**config.mk**
```make
export PLATFORM = sky130hd
export DESIGN_NAME = vga_timing_gen
export DESIGN_NICKNAME = d
export VERILOG_FILES = /design/src/rtl/vga_timing_gen.sv
export SDC_FILE = /design/constraint.sdc
export NUM_CORES = 1
export LEC_CHECK = 0
export ABC_CLOCK_PERIOD_IN_PS = 2000
export BUFFER_PORTS_ARGS = -buffer_cell sky130_fd_sc_hd__buf_2
export CORE_AREA = 2 2 71 73
export CTS_CLUSTER_SIZE = 30
export DETAILED_ROUTE_END_ITERATION = 8
export DIE_AREA = 0 0 73 75
export SLEW_MARGIN = 15
export SYNTH_ARGS = -nofsm -noshare
export SYNTH_HDL_FRONTEND = slang
export SYNTH_SLANG_ARGS = --single-unit
```
**constraint.sdc**
```tcl
create_clock -name clk -period 2 [get_ports clk]
set_input_delay 0.5 -clock clk [delete_from_list [all_inputs] [get_ports clk]]
set_output_delay 0.5 -clock clk [all_outputs]
set_load 0.02 [all_outputs]
```
**src/rtl/vga_timing_gen.sv**
```systemverilog
// VGA raster timing generator: pixel-clock divider, H/V counters, sync and
// active decodes, frame-start strobe and a once-per-second tick. All outputs
// are registered from the next-state counts, so they stay aligned with
// Hcount/Vcount.
module vga_timing_gen #(
    parameter int CLK_DIV        = 4,
    parameter int H_ACTIVE       = 640,
    parameter int H_FP           = 16,
    parameter int H_SYNC         = 96,
    parameter int H_BP           = 48,
    parameter int V_ACTIVE       = 480,
    parameter int V_FP           = 10,
    parameter int V_SYNC         = 2,
    parameter int V_BP           = 33,
    parameter int FRAMES_PER_SEC = 60
) (
    input  logic       clk,
    input  logic       rst_n,
    output logic [9:0] Hcount,
    output logic [9:0] Vcount,
    output logic       Hsync,
    output logic       Vsync,
    output logic       active,
    output logic       pix_en,
    output logic       frame_start,
    output logic       sec
);

    localparam int H_TOTAL = H_ACTIVE + H_FP + H_SYNC + H_BP;
    localparam int V_TOTAL = V_ACTIVE + V_FP + V_SYNC + V_BP;
    localparam int DIV_W   = (CLK_DIV > 1) ? $clog2(CLK_DIV) : 1;
    localparam int FC_W    = (FRAMES_PER_SEC > 1) ? $clog2(FRAMES_PER_SEC) : 1;

    localparam logic [DIV_W-1:0] DIV_LAST     = DIV_W'(CLK_DIV - 1);
    localparam logic [FC_W-1:0]  FC_LAST      = FC_W'(FRAMES_PER_SEC - 1);
    localparam logic [9:0]       H_LAST       = 10'(H_TOTAL - 1);
    localparam logic [9:0]       V_LAST       = 10'(V_TOTAL - 1);
    localparam logic [9:0]       H_ACT_END    = 10'(H_ACTIVE);
    localparam logic [9:0]       V_ACT_END    = 10'(V_ACTIVE);
    localparam logic [9:0]       H_SYNC_START = 10'(H_ACTIVE + H_FP);
    localparam logic [9:0]       H_SYNC_END   = 10'(H_ACTIVE + H_FP + H_SYNC);
    localparam logic [9:0]       V_SYNC_START = 10'(V_ACTIVE + V_FP);
    localparam logic [9:0]       V_SYNC_END   = 10'(V_ACTIVE + V_FP + V_SYNC);

    logic [DIV_W-1:0] div_q, div_d;
    logic [FC_W-1:0]  fcnt_q, fcnt_d;
    logic [9:0]       hcount_q, hcount_d;
    logic [9:0]       vcount_q, vcount_d;
    logic             hsync_q, hsync_d;
    logic             vsync_q, vsync_d;
    logic             active_q, active_d;
    logic             pix_en_q, pix_en_d;
    logic             frame_start_q, frame_start_d;
    logic             sec_q, sec_d;
    logic             tick;
    logic             frame_wrap;

    // Next-state logic: divider, raster counters, decodes and frame/second tick.
    always_comb begin
        tick       = (div_q == DIV_LAST);
        div_d      = tick ? '0 : div_q + 1'b1;
        hcount_d   = hcount_q;
        vcount_d   = vcount_q;
        frame_wrap = 1'b0;

        // Counters move on the divider terminal count, so the new count and
        // pix_en appear together one clk later. >= keeps counts in range even
        // if a state were ever corrupted.
        if (tick) begin
            if (hcount_q >= H_LAST) begin
                hcount_d = '0;
                if (vcount_q >= V_LAST) begin
                    vcount_d   = '0;
                    frame_wrap = 1'b1;
                end else begin
                    vcount_d = vcount_q + 10'd1;
                end
            end else begin
                hcount_d = hcount_q + 10'd1;
            end
        end

        pix_en_d      = tick;
        hsync_d       = !((hcount_d >= H_SYNC_START) && (hcount_d < H_SYNC_END));
        vsync_d       = !((vcount_d >= V_SYNC_START) && (vcount_d < V_SYNC_END));
        active_d      = (hcount_d < H_ACT_END) && (vcount_d < V_ACT_END);
        frame_start_d = frame_wrap;

        // Frame counter only moves on real wraps, so the post-reset (0,0)
        // neither counts as a frame nor produces a sec tick.
        fcnt_d = fcnt_q;
        sec_d  = 1'b0;
        if (frame_wrap) begin
            if (fcnt_q == FC_LAST) begin
                fcnt_d = '0;
                sec_d  = 1'b1;
            end else begin
                fcnt_d = fcnt_q + 1'b1;
            end
        end
    end

    // State registers with asynchronous active-low reset.
    always_ff @(posedge clk or negedge rst_n) begin
        if (!rst_n) begin
            div_q         <= '0;
            fcnt_q        <= '0;
            hcount_q      <= '0;
            vcount_q      <= '0;
            hsync_q       <= 1'b1;
            vsync_q       <= 1'b1;
            active_q      <= 1'b1;
            pix_en_q      <= 1'b0;
            frame_start_q <= 1'b0;
            sec_q         <= 1'b0;
        end else begin
            div_q         <= div_d;
            fcnt_q        <= fcnt_d;
            hcount_q      <= hcount_d;
            vcount_q      <= vcount_d;
            hsync_q       <= hsync_d;
            vsync_q       <= vsync_d;
            active_q      <= active_d;
            pix_en_q      <= pix_en_d;
            frame_start_q <= frame_start_d;
            sec_q         <= sec_d;
        end
    end

    assign Hcount      = hcount_q;
    assign Vcount      = vcount_q;
    assign Hsync       = hsync_q;
    assign Vsync       = vsync_q;
    assign active      = active_q;
    assign pix_en      = pix_en_q;
    assign frame_start = frame_start_q;
    assign sec         = sec_q;

endmodule
```
==> metrics.txt, run 1 <==
worst setup path end=Vsync; Power Dens Cells=575 nW/µm²; worst slew pin tran=0.527 ns; row count=25; vias per std cell=5.40; Max Clock Skew=0.00626 ns; met1 GRT Util=about 25%; CORE AREA=4660 µm²; post-layout min period=1.93 ns; Final nets=267; DRC violations left=0; WL/cell=14.3 µm; Worst-path clk slew=0.07 ns; CTS Sinks=34; Die Ht=75 µm; die area=5480 µm²; warning count from the yosys run=0; ANT cells=0; clock latency on the worst-skew pair=around 0.28 ns; top-count cell post-synth=dfrtp_1; multi-input logic area=between 1000 and 1500 µm²; Critical Setup Path Class=flop to flop; number of global-route vias before repair=approximately 1,500; drt pass-1 iters=4; worst reg2reg path depth=6; filler instances=417; io pins=28; r2r setup slk=0.07 ns; setup ws final=0.0682 ns; Slew HR=64.6%; Maximum Capacitance Violations=0; GR Overflow Total=0; Hold Fails Final Rpt=0; dominant synthesized flop cell=dfrtp_1; final slew viol count=0; initial antenna violation count=0; Mapped Area=1880 µm²; antenna-violating nets left=0; placed cells=302; worst path required time=roughly 2.2 ns; M3 GR Usage=3.35%; Initial DRC Count=104; CTS buffer count=5; Post-Route WL=about 4.5 mm; post-DP HPWL=approximately 3.4 mm; pin count of the biggest net entering global routing=19; top post-synthesis cells by area=dfrtp_1 (41%), dfstp_2 (4.2%), nand2_1 (4.0%); first-pass GRT wire length=7.32 mm; HP Class=input pin to asynchronous set/reset pin; number of synthesized register bits=34; H-tree level count=2; CTS tree=built; CTS root buf=clkbuf_8; Mapped Nets=~200; area of all sequential standard cells=between 800 and 900 µm²; routability cong.=0.847; unrepaired setup endpoints after global routing=yes; crit path cell chain=ha_4, nand4_4, a21o_1, or4_4, a221oi_4, nand4_1; nature of the critical path startpoint=flop; pre-CTS setup slack=~0.022 ns; grt met2 use=26.3%; Yosys cell types=between 50 and 60; Initial Util=around two fifths; chip width=73 µm; leakage=1.17 nW; Reg-to-Reg Start=Hcount[1]; sequential area share after synthesis=a little under half; crit end category=flop; Top Usage Layer GRT=met2; PortBufs=27; synthesized instance count=195; Final Core Density=54.6%; layout cell share with drive strength beyond 1=39.8%; Worst IR Drop VDD=0.293 mV; Crit Reg-Reg Endpoint=Vsync; CP Data Arrival Time=2.13 ns; Final period util=96.6%; Max FO, Critical Path=6; Layout area overhead=35.7%; Synth Area per Inst=about 9.6 µm²; Final setup viols=0; largest buffer count on any clock path=2; Power, Total=approximately 1.5 mW; slowest cell on the critical path=or4_4; top cells by count, synth=dfrtp_1 (31), nand2_1 (20), nor2_1 (15), o21ai_0 (15); biggest area consumer among synthesized cells=dfrtp_1; max incr delay on CP=0.52 ns; Highest Clock Rate=518 MHz; outcome=complete, no violations; share of the synthesized area in the top cell type=approximately two fifths; CP startpoint=Hcount[1]; Final Non-Filler Cells=approximately 320; Post-synth EDFFs=0; Async SR Flop Fraction=100%; GRT Total Usage=17.4%; Via Count=1,701
-- where the power goes --
| group | switching (mW) | total, mW | internal [mW] |
|---|---|---|---|
| clock | 0.261 | 0.760 | 0.499 |
| combinational | 0.0140 | 0.0173 | 0.00323 |
| sequential | 0 | 0.687 | 0.687 |
| total | 0.275 | 1.46 | 1.19 |
-- flip-flops by register name, summed over array words and instances, names as in the netlist --
name	cells
Vsync	1
Vcount	10
pix_en	1
div_q	2
sec	1
fcnt_q	6
active	1
frame_start	1
Hcount	10
Hsync	1
-- cell usage in the layout (no fill, tap or decap), types with 2 or more instances in the layout --
cell type,n
a21o_1,3
o21ai_0,15
nand4_1,9
clkbuf_8,5
nand4b_1,2
or3_1,2
dfstp_2,3
and3_2,2
mux2i_1,2
nor2_1,15
bufinv_16,2
a21oi_1,10
or4_4,2
xor2_1,4
nor3_1,4
ha_1,3
nand3_1,10
o21a_1,2
or3_4,2
dfrtp_2,7
o31ai_1,5
xnor2_1,4
nor2b_1,2
inv_1,3
nor4_1,2
nand2_4,2
dfrtp_1,24
buf_2,27
nand2_1,19
o32ai_1,2
buf_4,38
and3_1,2
-- how the worst min path moves through the flow --
| stage | startpoint | endpoint |
|---|---|---|
| 2_1_floorplan | rst_n | Hcount[0] |
| 3_3_place_gp | div_q[0] | div_q[0] |
| 3_5_place_dp | div_q[0] | div_q[0] |
| 4_1_cts | rst_n | fcnt_q[1] |
| 5_1_grt | rst_n | fcnt_q[3] |
| 6_report | rst_n | fcnt_q[3] |
-- worst max-delay path: cells and delay by family, from the launching register on --
kind | cells | cell delay [ns]
and+or+nand+nor | 3 | 0.72
AOI/OAI and AO/OA | 2 | 0.54
DFF | 1 | 0.41
adders and majority gates | 1 | 0.18
-- cells by family after synthesis --
logic type | count (synthesis) | share of synthesized area (%)
simple gates | 84 | 24.5
compound gates | 49 | 18.1
flops | 34 | 45.6
buf+inv | 12 | 3.14
xor+xnor | 8 | 3.74
fa+ha+maj | 5 | 3.34
mux | 3 | 1.67
-- cell type report --
class | instances | share of cell area [%]
clock buffers | 5 | 2.70
clock inverters | 3 | 2.70
inverters | 4 | 0.688
multi-input cells | 149 | 40.4
flip-flops and latches | 34 | 33.9
well taps | 54 | 2.65
repair buffers | 66 | 17.0
-- through the flow --
stage	setup TNS, ns	hold WS, ns	cell area [µm²]
final	0	0.142	2540
after global routing	-0.0213	0.175	2540
after CTS	0	0.157	2470
after detailed placement	0	0.420	2330
after global placement	0	0.417	2330
after floorplan	-0.0433	0.204	1920
-- repair_timing --
item,in CTS,in global routing
hold buffers,0,0
setup buffers,0,5
setup endpoints to repair,0,4
resized for setup,0,6
-- per-layer routing --
layer,part of all wire [%],vias to the layer above
met5,0,-
met4,1.2,0
met3,4.4,5
met2,45,46
met1,49,801
li1,-,849
Power figures use the tool's default switching activity.
==> run 2: changes to the inputs <==
--- a/config.mk
+++ b/config.mk
@@ -6,11 +6,12 @@
 export NUM_CORES = 1
 export LEC_CHECK = 0
 export ABC_CLOCK_PERIOD_IN_PS = 2000
-export BUFFER_PORTS_ARGS = -buffer_cell sky130_fd_sc_hd__buf_2
-export CORE_AREA = 2 2 71 73
+export CORE_AREA = 2 2 84 62
+export CTS_CLUSTER_DIAMETER = 60
 export CTS_CLUSTER_SIZE = 30
 export DETAILED_ROUTE_END_ITERATION = 8
-export DIE_AREA = 0 0 73 75
+export DIE_AREA = 0 0 86 64
+export DONT_BUFFER_PORTS = 1
 export SLEW_MARGIN = 15
 export SYNTH_ARGS = -nofsm -noshare
 export SYNTH_HDL_FRONTEND = slang
==> metrics.txt, run 2 (same netlist as run 1, synthesis figures left out) <==
outcome=complete, no violations (unchanged); Final setup viols=0 (unchanged); largest buffer count on any clock path=2 (unchanged); multi-input logic area=1040 µm² (was 1030 µm²); Final period util=98.6% (was 96.6%); final slew viol count=0 (unchanged); Power, Total=1.34 mW (was 1.46 mW); most frequent cells in the layout=buf_4 (37), dfrtp_1 (24), nand2_1 (19) (was buf_4 (38), buf_2 (27), dfrtp_1 (24)); CORE AREA=4650 µm² (was 4660 µm²); drt pass-1 iters=4 (unchanged); Critical Setup Path Class=flop to flop (unchanged); Max FO, Critical Path=8 (was 6); Die Ht=64 µm (was 75 µm); pin count of the biggest net entering global routing=32 (was 19); crit end category=flop (unchanged); HP Class=input pin to asynchronous set/reset pin (unchanged); Post-Route WL=4.70 mm (was 4.52 mm); max incr delay on CP=0.52 ns (about the same); post-DP HPWL=3.24 mm (was 3.40 mm); most common cell after layout, fill and taps aside=buf_4 (unchanged); layout cell share with drive strength beyond 1=33.3% (was 39.8%); CTS root buf=clkbuf_8 (unchanged); combinational share of power=1.2% (about the same); Initial DRC Count=78 (was 104); Power Dens Cells=557 nW/µm² (was 575 nW/µm²); vias per std cell=5.69 (was 5.40); Highest Clock Rate=507 MHz (was 518 MHz); final hold slack=0.0271 ns (was 0.142 ns); row count=21 (was 25); Clock Power Share=47.6% (was 51.9%); internal power=1.06 mW (was 1.19 mW); chip width=86 µm (was 73 µm); PortBufs=0 (was 27); Worst IR Drop VDD=0.292 mV (was 0.293 mV); CP startpoint=Hcount[1] (unchanged); antenna-violating nets left=0 (unchanged); GRT Total Usage=17.9% (was 17.4%); sequential power share=51.2% (was 46.9%); routability cong.=0.946 (was 0.847); worst slew pin tran=0.504 ns (was 0.527 ns); io pins=28 (unchanged); Layout area overhead=28.5% (was 35.7%); Maximum Capacitance Violations=0 (unchanged); leakage=1.03 nW (was 1.17 nW); Worst-path clk slew=0.08 ns (was 0.07 ns); clock latency on the worst-skew pair=0.30 ns (was 0.28 ns); area of all sequential standard cells=863 µm² (unchanged); CTS Sinks=34 (unchanged); switching fraction of total power=20.7% (was 18.7%); CTS tree=built (unchanged); post-layout min period=1.97 ns (was 1.93 ns); GR Overflow Total=0 (unchanged); WL/cell=16.1 µm (was 14.3 µm); slowest cell on the critical path=or4_1 (was or4_4); Final Core Density=51.8% (was 54.6%); Max Clock Skew=0.00746 ns (was 0.00626 ns); die area=5500 µm² (was 5480 µm²); CP Data Arrival Time=2.17 ns (was 2.13 ns); Initial Util=40.3% (was 40.2%); Slew HR=66.1% (was 64.6%); first-pass GRT wire length=7.56 mm (was 7.32 mm); CTS buffer count=5 (unchanged); H-tree level count=2 (unchanged); number of global-route vias before repair=1,534 (was 1,490); DRC violations left=0 (unchanged); unrepaired setup endpoints after global routing=yes (unchanged); initial antenna violation count=0 (unchanged); Reg-to-Reg Start=Hcount[1] (unchanged); nature of the critical path startpoint=flop (unchanged); switching power=0.278 mW (was 0.275 mW); crit path cell chain=ha_4, nand4_4, a21o_1, buf_6, or4_1, o211ai_1, nand4_1 (was ha_4, nand4_4, a21o_1, or4_4, a221oi_4, nand4_1); Final nets=240 (was 267); worst path required time=2.20 ns (about the same); Hold Fails Final Rpt=0 (unchanged); Via Count=1,656 (was 1,701); ANT cells=0 (unchanged); filler instances=412 (was 417)
run 2: cell types whose count changed in the layout (fill, tap and decap cells not counted), sizes merged:
cell / change
buf: -27
bufinv: -1
clkbuf: +2
clkinv: -1
run 2: cell type report:
cell class | count | share of cell area [%]
flip-flops and latches | 34 | 35.8
multi-input cells | 149 | 43.3
repair buffers | 39 | 12.8
well taps | 57 | 2.96
inverters | 4 | 0.727
clock inverters | 1 | 1.25
clock buffers | 7 | 3.17
run 2: worst paths after layout:
path / cells after the start / slack, ns / endpoint
hold reg to reg: 1 / 0.50 / div_q[1]
max in group asynchronous: 1 / 1.78 / Vcount[7]
hold / removal: 1 / 0.03 / Hcount[3]
min in group clk: 1 / 0.50 / div_q[1]
setup / recovery: 7 / 0.03 / Vsync
setup reg to reg: 7 / 0.03 / Vsync
run 2: repair_timing:
| action | in CTS | in global routing |
|---|---|---|
| endpoints found under the setup margin | 0 | 7 |
| setup buffers | 0 | 5 |
| hold endpoints to repair | 31 | 0 |
| hold buffers | 1 | 0 |
| gates resized for setup | 0 | 9 |
run 2: per-layer routing:
layer | global-route usage, % | wire [µm] | up-vias | share of wire (%)
met5 | 0 | 0 | - | 0
met4 | 6.94 | 77 | 0 | 1.6
met3 | 4.78 | 252 | 8 | 5.4
met2 | 25.5 | 2050 | 32 | 44
met1 | 25.7 | 2320 | 819 | 49
li1 | - | - | 797 | -
run 2: power by group through the flow:
stage	Clock, mW	Combinational [mW]	Sequential, mW
after floorplan	0	0.000000354	0.701
after global placement	0	0.000000486	0.701
after detailed placement	0	0.000000486	0.701
after CTS	0.645	0.0174	0.687
after global routing	0.678	0.0192	0.687
final	0.639	0.0162	0.687
run 2: through the flow:
stage,instance area [µm²],std cells,worst slack (ns),setup TNS [ns]
floorplan,1920,195,-0.0433,-0.0433
global placement,2200,277,0.0791,0
detailed placement,2200,277,0.0277,0
CTS,2320,286,0.0157,0
global route,2410,291,-0.0713,-0.108
finish,2410,291,0.0278,0
run 2: critical path, delay by kind of cell (launching register included):
kind,cells,cell delay (ns)
and+or+nand+nor,3,0.76
AOI/OAI and AO/OA,2,0.41
DFF,1,0.39
adders and majority gates,1,0.16
buffers and inverters,1,0.15
==> run 3: changes to the inputs <==
--- a/config.mk
+++ b/config.mk
@@ -5,12 +5,13 @@
 export SDC_FILE = /design/constraint.sdc
 export NUM_CORES = 1
 export LEC_CHECK = 0
+export ABC_AREA = 1
 export ABC_CLOCK_PERIOD_IN_PS = 2000
-export CORE_AREA = 2 2 84 62
+export CORE_AREA = 2 2 83 61
 export CTS_CLUSTER_DIAMETER = 60
 export CTS_CLUSTER_SIZE = 30
 export DETAILED_ROUTE_END_ITERATION = 8
-export DIE_AREA = 0 0 86 64
+export DIE_AREA = 0 0 85 63
 export DONT_BUFFER_PORTS = 1
 export SLEW_MARGIN = 15
 export SYNTH_ARGS = -nofsm -noshare
==> metrics.txt, run 3 <==
top cells by count, synth=nand2_1 (59), nor2_1 (32), dfrtp_1 (31), inv_1 (28), nand3_1 (18) (was dfrtp_1 (31), nand2_1 (20), nor2_1 (15), o21ai_0 (15)); clock latency on the worst-skew pair=0.29 ns (was 0.30 ns); leakage=1.17 nW (was 1.03 nW); most frequent cells in the layout=nand2_1 (58), dfrtp_1 (31), nor2_1 (30) (was buf_4 (37), dfrtp_1 (24), nand2_1 (19)); r2r setup slk=0.16 ns (was 0.03 ns); nature of the critical path startpoint=flop (unchanged); first-pass GRT wire length=6.75 mm (was 7.56 mm); final slew viol count=0 (unchanged); CP Data Arrival Time=2.07 ns (was 2.17 ns); Mapped Area=1810 µm² (was 1880 µm²); Post-Route WL=3.89 mm (was 4.70 mm); warning count from the yosys run=0 (unchanged); routability cong.=0.838 (was 0.946); GR Overflow Total=0 (unchanged); outcome=complete, no violations (unchanged); Worst IR Drop VDD=0.558 mV (was 0.292 mV); layout cell share with drive strength beyond 1=18.2% (was 33.3%); Final nets=259 (was 240); antenna-violating nets left=0 (unchanged); initial antenna violation count=0 (unchanged); top-count cell post-synth=nand2_1 (was dfrtp_1); Initial Util=39.3% (was 40.3%); Final TNS setup=0 ns (unchanged); Hold Fails Final Rpt=0 (unchanged); Async SR Flop Fraction=100% (unchanged); Layout area overhead=17.2% (was 28.5%); Final period util=92.2% (was 98.6%); worst reg2reg path depth=13 (was 7); Synth Area per Inst=7.85 µm² (was 9.62 µm²); GRT Total Usage=16.4% (was 17.9%); io pins=28 (unchanged); PortBufs=0 (unchanged); Slew HR=77.7% (was 66.1%); worst slew pin tran=0.333 ns (was 0.504 ns); Initial DRC Count=77 (was 78); Via Count=1,462 (was 1,656); number of synthesized register bits=34 (unchanged); synthesized instance count=230 (was 195); Final Non-Filler Cells=310 (was 291); Highest Clock Rate=542 MHz (was 507 MHz); Max Clock Skew=0.00372 ns (was 0.00746 ns); Post-synth EDFFs=0 (unchanged); row count=21 (unchanged); most common cell after layout, fill and taps aside=nand2_1 (was buf_4); crit end category=flop (unchanged); ANT cells=0 (unchanged); sequential area share after synthesis=47.3% (was 45.6%); DRC violations left=0 (unchanged); worst setup path end=Vsync (unchanged); Yosys cell types=27 (was 52); setup ws final=0.155 ns (was 0.0278 ns); die area=5360 µm² (was 5500 µm²); largest buffer count on any clock path=2 (unchanged); CTS tree=built (unchanged); CTS buffer count=5 (unchanged); Crit Reg-Reg Endpoint=Vsync (unchanged); post-DP HPWL=2.89 mm (was 3.24 mm); unrepaired setup endpoints after global routing=yes (unchanged); postcts setup bufs=0 (unchanged); Final setup viols=0 (unchanged); CORE AREA=4600 µm² (was 4650 µm²); Die Ht=63 µm (was 64 µm); placed cells=301 (was 277); pin count of the biggest net entering global routing=32 (unchanged); Max FO, Critical Path=10 (was 8); Worst-path clk slew=0.07 ns (was 0.08 ns); biggest area consumer among synthesized cells=dfrtp_1 (unchanged); Critical Setup Path Class=flop to flop (unchanged); post-layout min period=1.84 ns (was 1.97 ns); pre-CTS setup slack=0.142 ns (was 0.0277 ns); CTS root buf=clkbuf_8 (unchanged); CP startpoint=div_q[0] (was Hcount[1]); Maximum Capacitance Violations=0 (unchanged); Mapped Nets=237 (was 202); HP Class=input pin to asynchronous set/reset pin (unchanged); chip width=85 µm (was 86 µm); worst path required time=2.22 ns (was 2.20 ns); dominant synthesized flop cell=dfrtp_1 (unchanged); Power Dens Cells=623 nW/µm² (was 557 nW/µm²); number of global-route vias before repair=1,380 (was 1,534); share of the synthesized area in the top cell type=43.0% (was 41.4%); Reg-to-Reg Start=div_q[0] (was Hcount[1]); top post-synthesis cells by area=dfrtp_1 (43%), nand2_1 (12%), nor2_1 (6.7%) (was dfrtp_1 (41%), dfstp_2 (4.2%), nand2_1 (4.0%)); drt pass-1 iters=4 (unchanged); vias per std cell=4.72 (was 5.69); WL/cell=12.5 µm (was 16.1 µm); CTS Sinks=34 (unchanged); H-tree level count=2 (unchanged)
run 3: cell count changes after synthesis, moves of 5 or more:
cell	delta
nand2_1	+39
inv_1	+25
nor2_1	+17
o21ai_0	-11
nand3_1	+8
inv_2	+7
buf_2	-5
o31ai_1	-5
run 3: how the worst min path moves through the flow:
| stage | start | cells past startpoint | slack [ns] | end |
|---|---|---|---|---|
| detailed placement | rst_n | 0 | 0.21 | Hcount[6] |
| floorplan | rst_n | 0 | 0.20 | Hcount[0] |
| finish | rst_n | 1 | 0.03 | Hcount[7] |
| global route | rst_n | 0 | 0.03 | active |
| global placement | rst_n | 0 | 0.21 | Hcount[6] |
| CTS | rst_n | 1 | 0.03 | fcnt_q[3] |
run 3: final cells by class:
class	count	area (µm²)
clock buffers	5	68.8
clock inverters	3	40.0
fillers	459	2480
inverters	37	140
multi-input cells	157	801
flip-flops and latches	34	855
well taps	57	71.3
repair buffers	17	140
run 3: cell families (layout without fill, tap and decap cells):
logic type               after synthesis  after routing  synth area share, %
AO/OA/AOI/OAI                         18             18                 5.68
XOR/XNOR                               3              3                 1.46
adder cells (fa/ha/maj)                5              5                 3.47
buffers and inverters                 39             62                 9.01
flip-flops                            34             34                 47.3
AND/OR/NAND/NOR                      131            131                 33.1
run 3: what timing repair did:
item / 4_1_cts / 5_1_grt
hold buffers: 1 / 0
setup endpoints to repair: 0 / 5
resized for setup: 0 / 4
endpoints found under the hold margin: 31 / 0
run 3: metal layers:
layer / part of all wire, % / track usage, % / vias to the layer above / routed length, µm
met4: 2.0 / 7.74 / 0 / 76
li1: - / - / 765 / -
met2: 40 / 22.5 / 34 / 1550
met1: 51 / 22.7 / 655 / 1990
met3: 6.9 / 5.94 / 8 / 270
met5: 0 / 0 / - / 0
run 3: worst max-delay path: stages (launching register included):
cell	delay, ns
dfrtp_1	0.35
ha_1	0.25
inv_2	0.11
nor2_8	0.16
inv_2	0.08
nor2_8	0.15
buf_4	0.19
nand3_1	0.08
nand2_1	0.08
nand2_1	0.06
inv_2	0.04
nand2_1	0.07
nor2_1	0.09
nand2_1	0.05
run 3: power breakdown:
group          leakage (nW)  internal (mW)  switching, mW
registers             0.450          0.688              0
logic                 0.664        0.00414         0.0119
clock network        0.0579          0.366          0.249
total                  1.17           1.06          0.261
run 3: per-stage QoR:
step / utilization (%) / hold slack [ns] / total power [mW] / area, µm²
final: 46.0 / 0.0284 / 1.32 / 2120
after global routing: 46.0 / 0.0277 / 1.38 / 2120
after CTS: 45.7 / 0.0336 / 1.34 / 2100
after detailed placement: 42.9 / 0.205 / 0.701 / 1970
after global placement: 42.9 / 0.205 / 0.701 / 1970
after floorplan: - / 0.204 / 0.701 / 1810
